### config.mk
export PLATFORM = sky130hd
export DESIGN_NAME = pkt_word_list_gen
export DESIGN_NICKNAME = d
export VERILOG_FILES = /design/src/rtl/pkt_word_list_gen.sv
export SDC_FILE = /design/constraint.sdc
export NUM_CORES = 1
export LEC_CHECK = 0
export CAP_MARGIN = 10
export CORE_ASPECT_RATIO = 0.6
export CORE_MARGIN = 10
export CORE_UTILIZATION = 40
export DETAILED_ROUTE_END_ITERATION = 10
export SLEW_MARGIN = 20
export SYNTH_ARGS = -nofsm -noshare
export SYNTH_HDL_FRONTEND = slang
export SYNTH_SLANG_ARGS = --single-unit
### constraint.sdc
create_clock -name PKT_COMM_CLK -period 8.5 [get_ports PKT_COMM_CLK]
set_clock_uncertainty 0.15 [all_clocks]
set_input_delay 2.125 -clock PKT_COMM_CLK [delete_from_list [all_inputs] [get_ports PKT_COMM_CLK]]
set_output_delay 2.125 -clock PKT_COMM_CLK [all_outputs]
set_load 0.005 [all_outputs]
### src/rtl/pkt_word_list_gen.sv
// Builds one complete word_list packet (header, checksums, counter words, padding) and
// streams it byte by byte into the pkt_comm input FIFO, stalling while the FIFO is full.
module pkt_word_list_gen #(
    parameter logic [7:0] PKT_VERSION = 8'h02,
    parameter logic [7:0] PKT_TYPE    = 8'h01,
    parameter int         MAX_KEY_LEN = 16,
    parameter bit         CHECKSUM_EN = 1'b1
) (
    input  logic        PKT_COMM_CLK,
    input  logic        rst,
    input  logic        start,
    input  logic [15:0] word_count,
    input  logic [4:0]  key_len,
    input  logic [15:0] pkt_id,
    output logic [7:0]  dout,
    output logic        wr_en,
    input  logic        full,
    output logic        busy,
    output logic        done,
    output logic [2:0]  dbg_state
);

    // Handshake: a byte is transferred in every cycle where wr_en=1; wr_en is only
    // raised while full=0, and while full=1 the byte and all pointers hold.

    typedef enum logic [2:0] {
        S_IDLE  = 3'd0,
        S_HDR   = 3'd1,
        S_HCSUM = 3'd2,
        S_DATA  = 3'd3,
        S_PAD   = 3'd4,
        S_DCSUM = 3'd5,
        S_DONE  = 3'd6
    } state_t;

    localparam logic [4:0] MAX_KL = 5'(MAX_KEY_LEN);
    localparam logic [7:0] CH_A   = 8'h61;
    localparam logic [7:0] CH_Z   = 8'h7A;

    state_t      state_q;
    logic [23:0] cnt_q;
    logic [4:0]  pos_q;
    logic [4:0]  kl_q;
    logic [23:0] len_q;
    logic [15:0] id_q;
    logic [31:0] dsum_q;
    logic [7:0]  word_q [32];
    logic        busy_q;
    logic        done_q;

    logic [4:0]  kl_d;
    logic [5:0]  kl_plus1;
    logic [23:0] len_d;
    logic [7:0]  byte_d;
    logic [4:0]  cs_shift;
    logic [31:0] hdr_sum;
    logic [31:0] hcsum;
    logic [31:0] dcsum;
    logic [7:0]  word_inc [32];
    logic        carry;
    logic        last_data;

    // Request decode: clamp the key length and size the data section.
    always_comb begin
        kl_d     = (key_len > MAX_KL) ? MAX_KL : key_len;
        kl_plus1 = {1'b0, kl_d} + 6'd1;
        len_d    = {8'h00, word_count} * {18'h00000, kl_plus1};
    end

    // Checksums are the inverted 32-bit sum of little-endian words; header is static.
    always_comb begin
        cs_shift = {cnt_q[1:0], 3'b000};
        hdr_sum  = {len_q[15:0], PKT_TYPE, PKT_VERSION} + {id_q, 8'h00, len_q[23:16]};
        hcsum    = CHECKSUM_EN ? ~hdr_sum : 32'h0000_0000;
        dcsum    = CHECKSUM_EN ? ~dsum_q  : 32'h0000_0000;
    end

    // Byte currently offered to the FIFO.
    always_comb begin
        byte_d = 8'h00;
        case (state_q)
            S_HDR: begin
                case (cnt_q[2:0])
                    3'd0:    byte_d = PKT_VERSION;
                    3'd1:    byte_d = PKT_TYPE;
                    3'd2:    byte_d = len_q[7:0];
                    3'd3:    byte_d = len_q[15:8];
                    3'd4:    byte_d = len_q[23:16];
                    3'd5:    byte_d = 8'h00;
                    3'd6:    byte_d = id_q[7:0];
                    default: byte_d = id_q[15:8];
                endcase
            end
            S_HCSUM: byte_d = 8'(hcsum >> cs_shift);
            S_DATA:  byte_d = (pos_q < kl_q) ? word_q[pos_q] : 8'h00;
            S_DCSUM: byte_d = 8'(dcsum >> cs_shift);
            default: byte_d = 8'h00;
        endcase
    end

    // Next word: base-26 increment over 'a'..'z', rightmost char least significant.
    always_comb begin
        carry = 1'b1;
        for (int i = 0; i < 32; i++) begin
            word_inc[i] = word_q[i];
        end
        for (int i = MAX_KEY_LEN - 1; i >= 0; i--) begin
            if (carry && (5'(i) < kl_q)) begin
                if (word_q[i] == CH_Z) begin
                    word_inc[i] = CH_A;
                end else begin
                    word_inc[i] = word_q[i] + 8'd1;
                    carry       = 1'b0;
                end
            end
        end
    end

    assign last_data = (cnt_q == (len_q - 24'd1));

    always_ff @(posedge PKT_COMM_CLK) begin
        if (rst) begin
            state_q <= S_IDLE;
            cnt_q   <= '0;
            pos_q   <= '0;
            kl_q    <= '0;
            len_q   <= '0;
            id_q    <= '0;
            dsum_q  <= '0;
            busy_q  <= 1'b0;
            done_q  <= 1'b0;
            for (int i = 0; i < 32; i++) begin
                word_q[i] <= CH_A;
            end
        end else begin
            case (state_q)
                S_IDLE: begin
                    done_q <= 1'b0;
                    if (start) begin
                        state_q <= S_HDR;
                        kl_q    <= kl_d;
                        len_q   <= len_d;
                        id_q    <= pkt_id;
                        cnt_q   <= '0;
                        pos_q   <= '0;
                        dsum_q  <= '0;
                        busy_q  <= 1'b1;
                        for (int i = 0; i < 32; i++) begin
                            word_q[i] <= CH_A;
                        end
                    end
                end
                S_HDR: begin
                    if (!full) begin
                        if (cnt_q[2:0] == 3'd7) begin
                            state_q <= S_HCSUM;
                            cnt_q   <= '0;
                        end else begin
                            cnt_q <= cnt_q + 24'd1;
                        end
                    end
                end
                S_HCSUM: begin
                    if (!full) begin
                        if (cnt_q[1:0] == 2'd3) begin
                            cnt_q   <= '0;
                            state_q <= (len_q == 24'd0) ? S_DCSUM : S_DATA;
                        end else begin
                            cnt_q <= cnt_q + 24'd1;
                        end
                    end
                end
                S_DATA: begin
                    if (!full) begin
                        dsum_q <= dsum_q + (32'(byte_d) << cs_shift);
                        if (pos_q < kl_q) begin
                            pos_q <= pos_q + 5'd1;
                        end else begin
                            pos_q  <= '0;
                            word_q <= word_inc;
                        end
                        if (last_data && (len_q[1:0] == 2'd0)) begin
                            state_q <= S_DCSUM;
                            cnt_q   <= '0;
                        end else begin
                            // Keep counting into PAD so the byte lane stays aligned.
                            if (last_data) begin
                                state_q <= S_PAD;
                            end
                            cnt_q <= cnt_q + 24'd1;
                        end
                    end
                end
                S_PAD: begin
                    if (!full) begin
                        if (cnt_q[1:0] == 2'd3) begin
                            state_q <= S_DCSUM;
                            cnt_q   <= '0;
                        end else begin
                            cnt_q <= cnt_q + 24'd1;
                        end
                    end
                end
                S_DCSUM: begin
                    if (!full) begin
                        if (cnt_q[1:0] == 2'd3) begin
                            state_q <= S_DONE;
                            cnt_q   <= '0;
                            busy_q  <= 1'b0;
                            done_q  <= 1'b1;
                        end else begin
                            cnt_q <= cnt_q + 24'd1;
                        end
                    end
                end
                S_DONE: begin
                    state_q <= S_IDLE;
                    done_q  <= 1'b0;
                end
                default: begin
                    state_q <= S_IDLE;
                    busy_q  <= 1'b0;
                    done_q  <= 1'b0;
                end
            endcase
        end
    end

    assign dout      = byte_d;
    assign wr_en     = busy_q & ~full;
    assign busy      = busy_q;
    assign done      = done_q;
    assign dbg_state = state_q;

endmodule

# Yosys cells after proc, flatten, opt, wreduce, memory -nomap -nowiden

Index checks and enable logic that the tools add are counted.

Bits in registers: 365
Input bits: 41
Output and inout port bits: 14
Word-level logic and storage cells: 311

Add/subtract/negate cells: 22
Multiply operators: 1
$lt $le $gt $ge: 19
Equal/unequal tests: 60
Shift-type cells: 3
Multiplexer cells: 109
Bitwise gates (word level): 8
Reductions and logical operators: 48

Operator list:

| operator                                                  | number |
|---|---|
| 2-to-1 mux 256 bit                                        | 3 |
| case mux 256 bit (2 select lines)                         | 1 |
| 2-to-1 mux 8 bit                                          | 35 |
| 2-to-1 mux 24 bit                                         | 7 |
| adder 8 x 1 -> 8 bit, second input constant               | 16 |
| == test 8 x 7 -> 1 bit, second input constant             | 16 |
| case mux 24 bit (4 select lines)                          | 1 |
| AND reduction 5 bit                                       | 17 |
| adder 32 bit                                              | 2 |
| 2-to-1 mux 32 bit                                         | 2 |
| NOT 32 bit                                                | 2 |
| case mux 32 bit (2 select lines)                          | 1 |
| right shift 32 x 5 -> 8 bit                               | 2 |
| inequality test 2 bit, second input constant              | 28 |
| case mux 8 bit (7 select lines)                           | 1 |
| binary-select mux 8 bit (select 5 bit)                    | 1 |
| less-than comparator 4 x 5 -> 1 bit, first input constant | 8 |
| 2-to-1 mux 3 bit                                          | 13 |
| 2-to-1 mux 1 bit                                          | 35 |
| case mux 8 bit (4 select lines)                           | 1 |
| left shift 8 x 5 -> 32 bit                                | 1 |
| adder 24 x 1 -> 24 bit, second input constant             | 1 |
| == test 24 bit                                            | 1 |
| logical NOT 24 bit                                        | 1 |
| 35 further kinds                                          | 74 |

# Longest topological paths before layout

Gate-level depths: netlist (run 1).

Depth in word-level cells: 36
Gate-level depth with buffers: 25
Gate-level depth less buffers: 24

# Worst setup path before layout (run 1)

Ideal clock, no wire load.

Kind: input -> register
Start: in key_len[4]
End: reg len_q[20]
Library setup time: 0.117 ns
Arrival: 7.328 ns
Setup slack: 0.905 ns
Stages: 25
Path buffers: 3
Path through: nand2b_1 -> clkbuf_1 -> clkbuf_1 -> inv_1 -> ha_1 -> xor2_1 -> clkbuf_1 -> nand2_1 -> fa_1 -> inv_1 -> ha_1 -> inv_1 -> fa_1 -> inv_1 -> ha_1 -> a21o_1 -> a21oi_1 -> nor2_1 -> o21ai_0 -> o21ai_0 -> o41a_1 -> a211oi_1 -> a21oi_1 -> xor2_1 -> a22o_1

Word-level cells in the longest chain between the ends: 4

RTL lines:

| element                     | RTL line | text |
|---|---|---|
| start, declared             | 13       | `input logic [4:0] key_len,` |
| > comparator 5 bit          | 65       | `kl_d = (key_len > MAX_KL) ? MAX_KL : key_len;` |
| 2-to-1 mux 5 bit            | 65       |  |
| net kl_d[0]                 | 51       | `logic [4:0] kl_d;` |
| adder 5 x 1 -> 6 bit        | 66       | `kl_plus1 = {1'b0, kl_d} + 6'd1;` |
| multiplier 16 x 6 -> 22 bit | 67       | `len_d = {8'h00, word_count} * {18'h00000, kl_plus1};` |
| end signal, assigned        | 142      | `len_q <= len_d;` |
| end, declared               | 44       | `logic [23:0] len_q;` |

The timed path passes the listed nets, and every way through them passes these cells.
A chain may end at the register's enable or synchronous reset.

# Worst setup path in the final report (run 1)

Same ends and word-level chain as after synthesis.

==> results of run 1 <==
-- final cells by class --
type                            instances  area, um2  share of cell area [%]
Sequential cell                       238       4770                    22.7
Clock buffer                           37        793                    3.77
Tap cell                              630        788                    3.75
Clock inverter                         11       77.6                   0.369
Multi-Input combinational cell       1895      13400                    63.5
Inverter                              133        499                    2.37
Timing Repair Buffer                   80        746                    3.55
-- cells in the mapped netlist, drive strengths merged, types with 6 or more instances --
master  instances
nand3          76
xnor2         110
fa             59
or4            11
o21a           10
o22ai           8
mux4           40
a211oi         25
a31oi          25
nor2b          19
o21bai          7
nor2          224
nor4           13
or2            18
a21oi         178
and3           34
o211ai         18
nand3b          8
nand4          53
a22o           14
clkbuf         86
dfxtp         238
xor2           74
o21ai          82
buf            15
and2           49
nor3           64
or3            18
o41ai           9
a32oi           6
ha            126
a21o           34
inv           133
nand2         307
o31ai          13
a21boi         10
mux2i          16
nor3b           6
nand2b         25
a221oi         10
a211o           7
-- per-layer routing --
layer	up-vias	routed length, um	global-route usage, %
met5	-	13	0
met4	2	760	3.09
met2	707	22100	26.3
met1	8312	29800	31.8
li1	8343	-	-
met3	70	6620	6.06
-- cells by family after synthesis --
family,count (synthesis)
AND/OR/NAND/NOR,946
adder cells (fa/ha/maj),185
flip-flops,238
buffers and inverters,234
other,2
multiplexers,61
AO/OA/AOI/OAI,503
XOR/XNOR,184
-- worst max path at each step --
| stage | depth (start not counted) | to |
|---|---|---|
| finish | 22 | len_q[20] |
| global route | 24 | dsum_q[30] |
| CTS | 22 | len_q[20] |
| detailed placement | 22 | len_q[20] |
| global placement | 22 | len_q[20] |
| floorplan | 25 | len_q[20] |
-- flip-flops by register name, summed over array words and instances (netlist names), 3 cells and up --
signal / flops
cnt_q: 24
dbg_state: 3
dsum_q: 32
id_q: 16
kl_q: 5
len_q: 22
pos_q: 5
word_q: 128
-- power by group --
| part | switching (mW) | internal, mW | leakage [nW] |
|---|---|---|---|
| clock | 0.521 | 0.654 | 0.432 |
| sequential | 0.229 | 1.20 | 1.93 |
| combinational | 1.06 | 0.715 | 6.01 |
| total | 1.81 | 2.57 | 8.37 |
-- stage by stage --
| stage | hold slack [ns] | cells | total power [mW] | setup slack, ns | util (%) |
|---|---|---|---|---|---|
| final | 0.292 | 3024 | 4.38 | 1.00 | 45.2 |
| after detailed placement | 0.277 | 2976 | 3.17 | 0.476 | 43.3 |
| after floorplan | 0.260 | 2367 | 2.65 | 0.905 | - |
| after global placement | 0.282 | 2976 | 3.14 | 0.615 | 43.3 |
| after CTS | 0.297 | 3024 | 4.37 | 1.08 | 45.1 |
| after global routing | 0.319 | 3024 | 4.65 | 0.602 | 45.2 |
==> key figures, run 1 <==
Run status
  – Status: finished, final reports clean

Routing
  – Vias: 17400
  – DRT Wirelength: 59.2 mm
  – Wirelength per Cell: 19.6 um
  – DRT Pass-1 Iters: 6
  – Drc violations: 0
  – Antenna viol nets, final: 0
  – Vias per cell: 5.77
  – 1st-iter DRT viols: 2076

Worst setup path
  – CP Capture Type: flop
  – R2R depth: 24
  – Crit-path cells: clkdlybuf4s50_1, nand2b_1, inv_1, ha_1, xor2_1, buf_4, and2_1, fa_1, inv_1, fa_1, fa_1, inv_1, ha_1, a21oi_1, nor2_1, o21ai_0, o21ai_0, o41a_1, a211oi_1, a21oi_1, xor2_1, a22o_1
  – Critical Path Start Type: primary input
  – R2r setup slk: 1.08 ns
  – Crit path launch: key_len[4]
  – WS Path Type: primary input to flop
  – Worst reg2reg path startpoint: len_q[0]
  – Bufs and invs on worst path: 5
  – Worst path required time: 8.81 ns
  – CP top delay family: adder cells
  – R2r endpoint: dsum_q[30]
  – Crit-path max cell delay: 0.58 ns
  – WP data arrival: 7.81 ns
  – Largest fanout on the critical path: 13
  – Slowest-stage cell, CP: clkdlybuf4s50_1

Place
  – Port Buf Inserts: 54
  – Gpl congestion: 0.942
  – Post-DP Area: 20100 um2
  – Detailed Place HPWL: 45.7 mm

Floorplan
  – DIE AREA: 56800 um2
  – Die Y: 189 um
  – Core ar.: 46600 um2
  – Die Width: 301 um
  – Row count: 61
  – I/O pins: 55
  – Initial Util: 40.7%

Final layout
  – Commonest non-fill, non-tap cells in the layout: nand2_1, dfxtp_1, nor2_1
  – Ant diodes: 0
  – Final Instance Area: 21000 um2
  – Fillers: 4652
  – Fin nets: 2601
  – Share of cells above drive strength 1: 6.64%
  – Layout area overhead: 11.0%
  – Commonest non-fill, non-tap cell in the layout: nand2_1

Synthesis
  – #FFs+latches synth: 238
  – Main combinational cell family by area after synthesis: simple AND/OR/NAND/NOR gates
  – FFs w/ async S/R, synth: 0%
  – Post-synth EDFFs: 0
  – Adder-cell share of the synthesized area: 14.6%
  – Synthesized area per cell: 8.05 um2
  – Top cell type's share of synthesized area: 25.1%
  – Predominant post-synthesis flop cell: dfxtp_1
  – Largest cells by area after synthesis: dfxtp_1, ha_1, fa_1
  – Simple logic cell fraction of the synthesized area: 23.9%
  – Yosys top cell by area: dfxtp_1
  – Cells after Synth: 2353
  – Sequential area share after synthesis: 25.1%
  – Synth Area in XOR/XNOR: 8.51%
  – Mux contribution to synthesized area: 5.90%
  – Yosys warns: 0
  – Post-synthesis compound-gate area fraction: 17.2%
  – Netlist cell types: 85
  – Post-Syn Area: 18900 um2

Timing
  – Slew Limit Fails: 0
  – Worst Max-Slew Pin Slew: 1.13 ns
  – Post-route minimum period: 7.50 ns
  – Final hold vios: 0
  – Setup tns final: 0 ns
  – Slew HR: 24.6%
  – Period utilisation layout: 88.2%
  – Maximum clock frequency: 0.133 GHz
  – Final setup fails: 0
  – RSZ-0062 raised after global routing: no

Worst hold path
  – Hold Path Origin: word_inc[126]
  – Hold path cells: 1
  – WHS Endpoint: word_inc[126]
  – Min-Delay Path Class: flop to flop

Clocking
  – PostCTS Resize Cnt: 0
  – Worst-path clk slew: 0.07 ns
  – Root Driver: clkbuf_16
  – Max Buffers Root-to-Sink: 3
  – Clock Sinks: 238
  – Postcts setup bufs: 0
  – Total CTS buffers: 27
  – Max H-tree Level: 1
  – Cts hold-fix bufs: 0
  – Worst skew pair latency: 0.57 ns
  – CTS tree: done

Pwr
  – PD cells: 208 nW/um2
  – Peak VDD IR: 0.150 mV
  – Leak Pwr: 8.37 nW

Run
  – Max Cap Viol: 0

Global routing
  – Grt ovf: 0
  – Initial antenna violation count: 1
  – Vias in the first global route: 16100
  – First-pass GRT wire length: 92.8 mm
  – Largest net degree at the start of global routing: 71
  – Total track usage: 20.2%
(Power assumes the default switching activity.)
==> run 2, diff against run 1 <==
Settings changed: REMOVE_ABC_BUFFERS from default to 1, TNS_END_PERCENT from default to 20.
==> run 2 against run 1 <==
Core utilization increased by 0.065 points. Routed wire length is 2.7% lower. Clock-buffer cell count fell by 6. Combinational power is 4% lower. Die area is the same. Critical path depth is the same. Sequential cell count stayed put. Final cell count about the same. Final area is 0.14% higher. Hold slack gained 0.014 ns. Non-clock buffer count is the same. Critical endpoint unchanged.
==> key figures, run 2 (synthesis results as in run 1) <==
Pwr
  – Peak VDD IR: 0.142 mV
  – Leak Pwr: 8.37 nW
  – PD cells: 208 nW/um2
  – Total power: 4.39 mW

Final layout
  – Final Instance Area: 21100 um2
  – Share of cells above drive strength 1: 6.52%
  – Commonest non-fill, non-tap cell in the layout: nand2_1
  – Fin nets: 2599
  – Ant diodes: 0
  – Commonest non-fill, non-tap cells in the layout: nand2_1, dfxtp_1, nor2_1
  – Fillers: 4622
  – Largest registers: word_q (128), dsum_q (32), cnt_q (24)
  – Largest register FFs: 128
  – Largest Register: word_q
  – Layout area overhead: 11.1%

Floorplan
  – Core ar.: 46600 um2
  – Die Y: 189 um
  – Row count: 61
  – DIE AREA: 56800 um2
  – I/O pins: 55
  – Die Width: 301 um
  – Initial Util: 40.7%

Global routing
  – Total track usage: 19.8%
  – Grt ovf: 0
  – Vias in the first global route: 16500
  – Initial antenna violation count: 1
  – First-pass GRT wire length: 92.4 mm
  – Largest net degree at the start of global routing: 62

Timing
  – Setup tns final: 0 ns
  – Post-route minimum period: 7.63 ns
  – Final setup fails: 0
  – Slew HR: 25.7%
  – RSZ-0062 raised after global routing: no
  – Final hold vios: 0
  – Period utilisation layout: 89.7%
  – Maximum clock frequency: 0.131 GHz
  – Slew Limit Fails: 0
  – Worst Max-Slew Pin Slew: 1.11 ns

Run
  – Max Cap Viol: 0

Clocking
  – Max Buffers Root-to-Sink: 3
  – PostCTS Resize Cnt: 0
  – Total CTS buffers: 25
  – Cts hold-fix bufs: 0
  – Root Driver: clkbuf_16
  – Max H-tree Level: 1
  – Postcts setup bufs: 0
  – CTS tree: done
  – Worst skew pair latency: 0.58 ns
  – Worst-path clk slew: 0.07 ns
  – Clock Sinks: 238

Worst setup path
  – WS Path Type: primary input to flop
  – R2R depth: 25
  – Worst reg2reg path startpoint: len_q[0]
  – Worst path required time: 8.82 ns
  – Largest fanout on the critical path: 16
  – Critical Path Start Type: primary input
  – WP data arrival: 7.95 ns
  – CP Capture Type: flop
  – R2r setup slk: 1.72 ns
  – R2r endpoint: dsum_q[30]

Routing
  – Vias: 17400
  – DRT Pass-1 Iters: 8
  – Antenna viol nets, final: 0
  – Drc violations: 0
  – Wirelength per Cell: 19.1 um
  – DRT Wirelength: 57.6 mm
  – Vias per cell: 5.75
  – 1st-iter DRT viols: 1757

Worst hold path
  – WHS Endpoint: word_inc[126]
  – Min-Delay Path Class: flop to flop
  – Hold path cells: 1
  – Hold Path Origin: word_inc[126]

Place
  – Gpl congestion: 0.934
  – Post-DP Area: 20100 um2
  – Port Buf Inserts: 54
  – Detailed Place HPWL: 44.0 mm

Run status
  – Status: finished, final reports clean
run 2: layout make-up:
cell class	instances	area (um2)	share of cell area (%)
sequential	238	4770	22.6
timing repair buffer	80	733	3.48
clock buffer	31	688	3.27
tap	630	788	3.74
clock inverter	15	234	1.11
multi-input combinational	1895	13300	63.4
inverter	133	499	2.37
run 2: how the worst max path moves through the flow:
| stage | start | to | slack [ns] | depth (start not counted) |
|---|---|---|---|---|
| global placement | key_len[4] | len_q[20] | 0.50 | 22 |
| global route | key_len[4] | len_q[20] | 0.57 | 22 |
| finish | key_len[4] | len_q[20] | 0.87 | 22 |
| floorplan | key_len[4] | len_q[20] | 1.05 | 22 |
| CTS | key_len[4] | len_q[20] | 0.98 | 22 |
| detailed placement | key_len[4] | len_q[20] | 0.41 | 22 |
run 2: report_power, final:
| group | switching (mW) | total, mW | internal, mW |
|---|---|---|---|
| registers | 0.233 | 1.43 | 1.20 |
| clock network | 0.524 | 1.26 | 0.735 |
| logic | 0.995 | 1.70 | 0.705 |
| total | 1.75 | 4.39 | 2.64 |
run 2: critical path, cell delays in order:
cell and delay (ns):
clkdlybuf4s50_1 0.57, nand2b_1 0.15, inv_1 0.05, ha_1 0.22
xor2_1 0.16, buf_4 0.20, and2_1 0.19, fa_1 0.53
inv_1 0.05, fa_1 0.46, fa_1 0.54, inv_1 0.04
ha_1 0.32, a21oi_1 0.20, nor2_1 0.09, o21ai_0 0.44
o21ai_0 0.30, o41a_1 0.40, a211oi_1 0.38, a21oi_1 0.15
xor2_1 0.16, a22o_1 0.19
run 2: through the flow:
stage | hold slack [ns] | utilization [%] | std cells | worst slack [ns]
finish | 0.305 | 45.2 | 3022 | 0.871
global route | 0.323 | 45.2 | 3022 | 0.570
CTS | 0.300 | 45.2 | 3022 | 0.976
detailed placement | 0.283 | 43.2 | 2976 | 0.408
global placement | 0.273 | 43.2 | 2976 | 0.496
floorplan | 0.260 | - | 2266 | 1.05
run 2: routing by layer:
metal,vias to the layer above,track usage (%),part of all wire [%]
li1,8351,-,-
met1,8244,29.9,48
met2,692,27.4,39
met3,91,5.22,10
met4,0,4.16,2.2
met5,-,0,0
